File: src/rtl/mips_pipe_pkg.sv
// Shared types for the MIPS pipeline hazard/forwarding logic: shadow entry layout,
// forward-select encoding and the forward priority helper.
package mips_pipe_pkg;

    localparam int REG_AW = 5;
    localparam logic [REG_AW-1:0] REG_ZERO = '0;

    typedef enum logic [1:0] {
        FWD_RF  = 2'b00,
        FWD_WB  = 2'b01,
        FWD_MEM = 2'b10
    } fwd_sel_t;

    typedef struct packed {
        logic              valid;
        logic [REG_AW-1:0] rs;
        logic [REG_AW-1:0] rt;
        logic              use_rs;
        logic              use_rt;
        logic [REG_AW-1:0] rd;
        logic              reg_write;
        logic              mem_read;
    } shadow_entry_t;

    localparam shadow_entry_t SHADOW_NONE = '0;

    // The youngest producer wins; a load still in MEM has no data to give yet.
    function automatic fwd_sel_t pick_fwd(input logic mem_hit, input logic mem_load,
                                          input logic wb_hit);
        if (mem_hit && !mem_load) return FWD_MEM;
        if (wb_hit) return FWD_WB;
        return FWD_RF;
    endfunction

endpackage

File: src/rtl/hz_src_match.sv
// Compares one in-flight writer against one source register; register 0 never matches.
module hz_src_match
    import mips_pipe_pkg::*;
(
    input  logic              writer_valid,
    input  logic              writer_reg_write,
    input  logic [REG_AW-1:0] writer_rd,
    input  logic [REG_AW-1:0] src,
    input  logic              use_src,
    output logic              match
);

    assign match = writer_valid && writer_reg_write && use_src
                   && (writer_rd == src) && (writer_rd != REG_ZERO);

endmodule

File: src/rtl/pipe_hazard_unit.sv
// Hazard/forwarding controller for the 5-stage MIPS pipeline: shadow scoreboard of
// ID/EX, EX/MEM, MEM/WB, stall/flush decode, EX operand forward selects, event counters.
module pipe_hazard_unit
    import mips_pipe_pkg::*;
#(
    parameter int RA_W      = REG_AW,
    parameter int FWD_EN    = 1,
    parameter int WB_BYPASS = 1,
    parameter int CNT_W     = 16
) (
    input  logic             clk,
    input  logic             reset,
    input  logic             id_valid,
    input  logic [RA_W-1:0]  id_rs,
    input  logic [RA_W-1:0]  id_rt,
    input  logic             id_use_rs,
    input  logic             id_use_rt,
    input  logic [RA_W-1:0]  id_rd,
    input  logic             id_reg_write,
    input  logic             id_mem_read,
    input  logic             branch_taken,
    output logic             pc_hold,
    output logic             if_id_hold,
    output logic             if_id_flush,
    output logic             id_ex_bubble,
    output logic             ex_mem_flush,
    output logic [1:0]       fwd_a,
    output logic [1:0]       fwd_b,
    output logic [CNT_W-1:0] stall_cnt,
    output logic [CNT_W-1:0] flush_cnt
);

    shadow_entry_t s_ex, s_mem, s_wb, id_entry;
    shadow_entry_t stage [3];
    logic [2:0] id_rs_hit, id_rt_hit;
    logic [1:0] ex_rs_hit, ex_rt_hit;
    logic       load_use, raw_any, hazard, stall, flush;

    assign stage[0] = s_ex;
    assign stage[1] = s_mem;
    assign stage[2] = s_wb;

    // Index 0/1/2 = writer in EX/MEM/WB against the ID instruction's sources.
    for (genvar g = 0; g < 3; g++) begin : g_id_match
        hz_src_match u_rs (
            .writer_valid    (stage[g].valid),
            .writer_reg_write(stage[g].reg_write),
            .writer_rd       (stage[g].rd),
            .src             (id_rs),
            .use_src         (id_use_rs),
            .match           (id_rs_hit[g])
        );
        hz_src_match u_rt (
            .writer_valid    (stage[g].valid),
            .writer_reg_write(stage[g].reg_write),
            .writer_rd       (stage[g].rd),
            .src             (id_rt),
            .use_src         (id_use_rt),
            .match           (id_rt_hit[g])
        );
    end

    // Index 0/1 = writer in MEM/WB against the EX instruction's sources.
    for (genvar g = 0; g < 2; g++) begin : g_ex_match
        hz_src_match u_rs (
            .writer_valid    (stage[g+1].valid),
            .writer_reg_write(stage[g+1].reg_write),
            .writer_rd       (stage[g+1].rd),
            .src             (s_ex.rs),
            .use_src         (s_ex.use_rs),
            .match           (ex_rs_hit[g])
        );
        hz_src_match u_rt (
            .writer_valid    (stage[g+1].valid),
            .writer_reg_write(stage[g+1].reg_write),
            .writer_rd       (stage[g+1].rd),
            .src             (s_ex.rt),
            .use_src         (s_ex.use_rt),
            .match           (ex_rt_hit[g])
        );
    end

    always_comb begin
        id_entry           = SHADOW_NONE;
        id_entry.valid     = id_valid;
        id_entry.rs        = id_rs;
        id_entry.rt        = id_rt;
        id_entry.use_rs    = id_use_rs;
        id_entry.use_rt    = id_use_rt;
        id_entry.rd        = id_rd;
        id_entry.reg_write = id_reg_write;
        id_entry.mem_read  = id_mem_read;
    end

    assign load_use = s_ex.mem_read && (id_rs_hit[0] || id_rt_hit[0]);
    assign raw_any  = id_rs_hit[0] || id_rt_hit[0] || id_rs_hit[1] || id_rt_hit[1]
                      || ((WB_BYPASS == 0) && (id_rs_hit[2] || id_rt_hit[2]));
    assign hazard   = id_valid && ((FWD_EN != 0) ? load_use : raw_any);

    // Shadow is cleared by reset, so only the branch input needs explicit gating.
    assign flush = reset && branch_taken;
    assign stall = hazard && !flush;

    assign pc_hold      = stall;
    assign if_id_hold   = stall;
    assign id_ex_bubble = stall || flush;
    assign if_id_flush  = flush;
    assign ex_mem_flush = flush;

    always_comb begin
        fwd_a = FWD_RF;
        fwd_b = FWD_RF;
        if ((FWD_EN != 0) && s_ex.valid) begin
            fwd_a = pick_fwd(ex_rs_hit[0], s_mem.mem_read, ex_rs_hit[1]);
            fwd_b = pick_fwd(ex_rt_hit[0], s_mem.mem_read, ex_rt_hit[1]);
        end
    end

    always_ff @(posedge clk or negedge reset) begin
        if (!reset) begin
            s_ex      <= SHADOW_NONE;
            s_mem     <= SHADOW_NONE;
            s_wb      <= SHADOW_NONE;
            stall_cnt <= '0;
            flush_cnt <= '0;
        end else begin
            s_wb  <= s_mem;
            s_mem <= flush ? SHADOW_NONE : s_ex;
            s_ex  <= (id_valid && !stall && !flush) ? id_entry : SHADOW_NONE;
            if (stall && (stall_cnt != '1)) stall_cnt <= stall_cnt + CNT_W'(1);
            if (flush && (flush_cnt != '1)) flush_cnt <= flush_cnt + CNT_W'(1);
        end
    end

endmodule

File: config.mk
export PLATFORM = sky130hd
export DESIGN_NAME = pipe_hazard_unit
export DESIGN_NICKNAME = d
export VERILOG_FILES = /design/src/rtl/mips_pipe_pkg.sv /design/src/rtl/hz_src_match.sv /design/src/rtl/pipe_hazard_unit.sv
export SDC_FILE = /design/constraint.sdc
export NUM_CORES = 1
export LEC_CHECK = 0
export CAP_MARGIN = 40
export CORE_MARGIN = 5
export CORE_UTILIZATION = 41
export CTS_CLUSTER_SIZE = 28
export DETAILED_ROUTE_END_ITERATION = 7
export PLACE_DENSITY_LB_ADDON = 0.2
export REMOVE_ABC_BUFFERS = 1
export SYNTH_ARGS = -nofsm -noshare
export SYNTH_HDL_FRONTEND = slang
export SYNTH_SLANG_ARGS = --single-unit
File: constraint.sdc
create_clock -name clk -period 3.6 [get_ports clk]
set_input_delay 0.72 -clock clk [delete_from_list [all_inputs] [get_ports clk]]
set_output_delay 0.72 -clock clk [all_outputs]
set_load 0.01 [all_outputs]
==> results.yml, run 1 <==
global_routing:
  grt_pass1_wl_um: 11900
  grt_max_degree: 45
  grt_antenna_before_repair: 0
  grt_overflow: 0
  grt_pass1_vias: 2471
  track_usage_pct: 15.5
clock_tree:
  numCtsBuffers: 9
  cts_hold_buf: 0
  cts_setup_buffers: 0
  clk_pin_slew_ps: 70
  htreeDepth: 3
  cts.path.max_buffers: 2
  cts_resized: 0
  clock_tree.root_cell: "clkbuf_8"
  cts_tree: "built"
  clk_latency_ps: 340
  cts.sinks: 67
timing:
  worst_pin_slew_ps: 753
  worst_slack_ps: 181
  maxSlewHeadroom_pct: 49.8
  rsz0062_at_grt: "false"
  setup_tns_ps: 0
  fmax_ghz: 0.292
  setup_viol: 0
  min_period_over_period_pct: 95.0
  slew_violations: 0
  fin_crit_ps: 3420
  hold_violations: 0
  clock_skew_ps: 11.2
routing:
  drtIter0Drc: 80
  routed_wl_um: 6710
  drc: 0
  viasPerCell: 4.95
  via_count: 2231
  drtPass1Iterations: 4
  wire_per_inst_um: 14.9
  ant_nets: 0
placed_design:
  io_buffers: 63
  dp_hpwl_um: 5000
  post-place-ws_ps: 146
  gp_congestion: 0.806
critical_path:
  endpoint_kind: "primary output"
  criticalPathCategory: "in -> out"
  cp_max_fo: 4
  worstPathRequired_ps: 2880
  start_kind: "input port"
  arrival_ps: 2700
synth:
  ys_warn_count: 0
  yosysSeqAreaShare_pct: 54.4
  async_flop_share_pct: 100
  synth_area_per_cell_um2: 11.2
  ys_types: 38
  syn_inst: 275
  synth-edff-count: 0
  yosysTopAreaCell: "dfrtp_1"
  netlist_area_um2: 3080
  dominantRegCellSynth: "dfrtp_1"
  ys_seq_elements: 67
  synth_top_cell_area_share_pct: 54.4
  synthTopCellsByArea: "dfrtp_1 (54%), xnor2_1 (10%), and2_1 (6.1%), xor2_1 (5.4%), nand4_1 (3.5%)"
final_layout:
  areaGrowthSynthToFinish_pct: 31.1
  layout.nets: 372
  drive_gt1_share_pct: 7.67
  fill_cells: 686
  insertedDiodeCount: 0
min_path:
  hold_class: "reg -> reg"
power_and_ir_drop:
  ir_worst_vdd_mv: 0.188
  p_leak_nw: 1.74
  power.density_nw_per_um2: 452
  finalPower_mw: 1.83
die:
  rows: 31
  die_area_um2: 9350
  initial_core_util_pct: 42.3
  die_w_um: 96.7
  die_h_um: 96.7
  pin_count: 64
  core_um2: 7290
flow_run:
  drv_cap: 0
run_status:
  status: "finished clean"
-- cell type report --
cell class | instances | area, µm² | share of cell area, %
inverters | 4 | 15.0 | 0.372
multi-input cells | 198 | 1340 | 33.3
repair buffers | 67 | 656 | 16.2
well taps | 99 | 124 | 3.07
flip-flops and latches | 67 | 1680 | 41.5
clock buffers | 10 | 138 | 3.41
clock inverters | 6 | 88.8 | 2.20
-- synthesized netlist by cell type (all sizes together) (5+ instances only) --
cell,n
a21oi,5
and2,30
and3,5
buf,5
dfrtp,67
nand2,16
nand3,15
nand4,17
nor2,16
nor3,8
nor4,5
xnor2,36
xor2,19
-- per-stage QoR --
step | instance area (µm²) | hold WS, ps | utilization [%] | std cells
after floorplan | 3040 | 354 | - | 269
after global placement | 3810 | 359 | 52.3 | 435
after detailed placement | 3810 | 367 | 52.3 | 435
after CTS | 4040 | 380 | 55.4 | 451
after global routing | 4040 | 403 | 55.4 | 451
final | 4040 | 376 | 55.4 | 451
-- flip-flops by register name (all words and copies together) (netlist names) --
name / flops
stall_cnt: 16
s_mem: 8
flush_cnt: 16
s_ex: 20
s_wb: 7
-- logic make-up (layout without fill, tap and decap cells) --
family,Yosys count,in the layout,synth area share (%)
flops,67,67,54.4
xor+xnor,55,55,15.6
simple gates,120,120,21.4
mux,2,2,0.731
fa+ha+maj,2,2,0.812
compound gates,19,19,5.03
buf+inv,10,87,1.99
-- layer usage --
layer  vias up  share of wire, %  GRT usage (%)
met1      1089                44           19.3
met3        12               3.4           3.24
li1       1089                 -              -
met5         -                 0              0
met4         0               2.3           6.80
met2        41                50           26.1
-- cell usage in the layout, fill, tap and decap left out, types with 5 or more instances in the layout --
master,instances
a21oi_1,5
and3_1,5
nand3_1,15
nor3_1,8
and2_1,30
nand4_1,17
nand2_1,16
dfrtp_1,67
xor2_1,19
xnor2_1,36
clkbuf_8,10
nor4_1,5
nor2_1,16
clkdlybuf4s50_1,62
-- power by group --
group / internal (mW) / switching (mW) / leakage [nW]
Sequential: 0.806 / 0.0679 / 0.893
Combinational: 0.146 / 0.113 / 0.734
Clock: 0.408 / 0.283 / 0.108
-- worst max-delay path, cell delays in order --
cell and delay (ps):
clkdlybuf4s50_1 510, xnor2_1 140, nand4_1 160, o22ai_2 330
nor2b_1 260, clkdlybuf4s50_1 580
-- final timing paths --
path | start | endpoint | slack, ps | cells after the start
worst max-delay path | id_rt[1] | pc_hold | 180 | 6
worst min-delay path | s_mem[1] | s_wb[1] | 380 | 0
worst max register to register | s_ex[4] | s_ex[18] | 1360 | 4
worst min register to register | s_mem[1] | s_wb[1] | 380 | 0
max in group asynchronous | reset | s_ex[5] | 2700 | 2
min in group asynchronous | reset | s_ex[4] | 420 | 2
No activity file was read; power rests on OpenSTA's default activity.
==> run 2, diff against run 1 <==
Settings changed: CORE_ASPECT_RATIO set to 1.25.
==> run 2 against run 1 <==
Against the previous run: clock power decreased by 7.1%; routed wire length down 1.4%; register-to-register slack better by 30 ps; core utilization decreased by 0.80 points; die area up 0.12%; non-clock buffer count stayed put; sequential cell count did not move; combinational power decreased by 2%; clock skew decreased by 2.4 ps; setup slack improved by 88 ps.
==> results.yml, run 2 (synthesized netlist as in run 1, its figures left out) <==
die:
  rows: 35
  die_area_um2: 9360
  initial_core_util_pct: 41.9
  pin_count: 64
  core_um2: 7360
  die_h_um: 107
  die_w_um: 87.5
final_layout:
  largest_register_ffs: 20
  regMostFlops: "s_ex"
  utilization_pct: 54.6
  final_common_cell: "dfrtp_1"
  reg_top3: "s_ex x20, flush_cnt x16, stall_cnt x16"
  layout_common_cells: "dfrtp_1 (67), clkdlybuf4s50_1 (62), xnor2_1 (36), and2_1 (30), xor2_1 (19)"
  drive_gt1_share_pct: 7.67
  areaGrowthSynthToFinish_pct: 30.4
  layout.nets: 372
  insertedDiodeCount: 0
timing:
  maxSlewHeadroom_pct: 51.0
  setup_tns_ps: 0
  worst_pin_slew_ps: 735
  fin_crit_ps: 3330
  fmax_ghz: 0.300
  slew_violations: 0
  worst_slack_ps: 269
  clock_skew_ps: 8.78
  rsz0062_at_grt: "false"
  min_period_over_period_pct: 92.5
  setup_viol: 0
  hold_violations: 0
critical_path:
  r2r_slack_ps: 1390
  crit_end: "if_id_hold"
  criticalPathCategory: "in -> out"
  r2r-end: "s_ex[16]"
  crit_path_start: "id_rt[3]"
  timing.rr.start: "s_ex[3]"
  r2r_cells: 4
  start_kind: "input port"
  cp_max_fo: 4
  endpoint_kind: "primary output"
  worstPathRequired_ps: 2880
  arrival_ps: 2610
placed_design:
  dp_hpwl_um: 4950
  gp_congestion: 0.865
  post-place-ws_ps: 219
  io_buffers: 63
clock_tree:
  htreeDepth: 3
  cts.path.max_buffers: 2
  clock_tree.root_cell: "clkbuf_8"
  cts_tree: "built"
  clk_pin_slew_ps: 70
  cts_setup_buffers: 0
  cts_resized: 0
  cts.sinks: 67
  numCtsBuffers: 9
  clk_latency_ps: 330
  cts_hold_buf: 0
power_and_ir_drop:
  p_leak_nw: 1.74
  finalPower_mw: 1.77
  p_comb_share_pct: 14.4
  internal-power_mw: 1.33
  p_switching_mw: 0.445
  pwr-share-seq_pct: 49.3
  power.density_nw_per_um2: 441
  pwr-share-clk_pct: 36.3
  switching_share_pct: 25.1
  ir_worst_vdd_mv: 0.292
global_routing:
  grt_antenna_before_repair: 0
  grt_max_degree: 61
  track_usage_pct: 15.0
  grt_pass1_wl_um: 10900
  grt_pass1_vias: 2304
  grt_overflow: 0
min_path:
  hold_class: "in -> async"
run_status:
  status: "finished clean"
routing:
  via_count: 2222
  wire_per_inst_um: 14.9
  viasPerCell: 5.00
  routed_wl_um: 6620
  drtIter0Drc: 59
  ant_nets: 0
  drtPass1Iterations: 4
  drc: 0
flow_run:
  drv_cap: 0
-- run 2: worst min-delay path by stage --
stage / slack (ps) / to / from
after floorplan: 350 / s_wb[1] / s_mem[1]
after global placement: 360 / s_wb[19] / s_mem[19]
after detailed placement: 360 / s_wb[19] / s_mem[19]
after CTS: 250 / stall_cnt[13] / reset
after global routing: 250 / s_ex[3] / reset
final: 250 / stall_cnt[12] / reset
-- run 2: worst max-delay path, cell delays in order --
cell,delay (ps)
clkdlybuf4s50_1,490
xnor2_1,130
nand4_1,170
o22ai_2,290
nor2b_1,230
clkdlybuf4s50_1,570
-- run 2: through the flow --
stage / cells / hold WS (ps) / cell area [µm²]
2_1_floorplan: 269 / 354 / 3040
3_3_place_gp: 428 / 359 / 3810
3_5_place_dp: 428 / 362 / 3810
4_1_cts: 444 / 245 / 4020
5_1_grt: 444 / 250 / 4020
6_report: 444 / 255 / 4020
-- run 2: layer usage --
metal  share of wire (%)  GRT usage (%)  wire [µm]
met5                   0              0          0
met4                 1.2           6.36         81
met3                 4.7           3.61        308
met2                  50           24.6       3330
met1                  44           18.5       2890
-- run 2: power groups by stage --
stage	clock network (mW)	registers [mW]	logic, mW
2_1_floorplan	0	0.889	0.107
3_3_place_gp	0	0.887	0.255
3_5_place_dp	0	0.889	0.259
4_1_cts	0.661	0.874	0.260
5_1_grt	0.695	0.886	0.282
6_report	0.643	0.874	0.254
-- run 2: area by class of cell --
type / instances / area, µm²
clock buffer: 12 / 165
clock inverter: 4 / 47.5
fill: 667 / 3340
inverter: 4 / 15.0
multi-input combinational: 198 / 1340
sequential: 67 / 1680
tap: 92 / 115
timing repair buffer: 67 / 656
==> run 3, diff against run 2 <==
Settings changed: CTS_CLUSTER_SIZE 28 to not set, SLEW_MARGIN set to 20.
==> results of run 3 <==
Same layout as run 2: the final DEF is identical, and so are final timing and power.
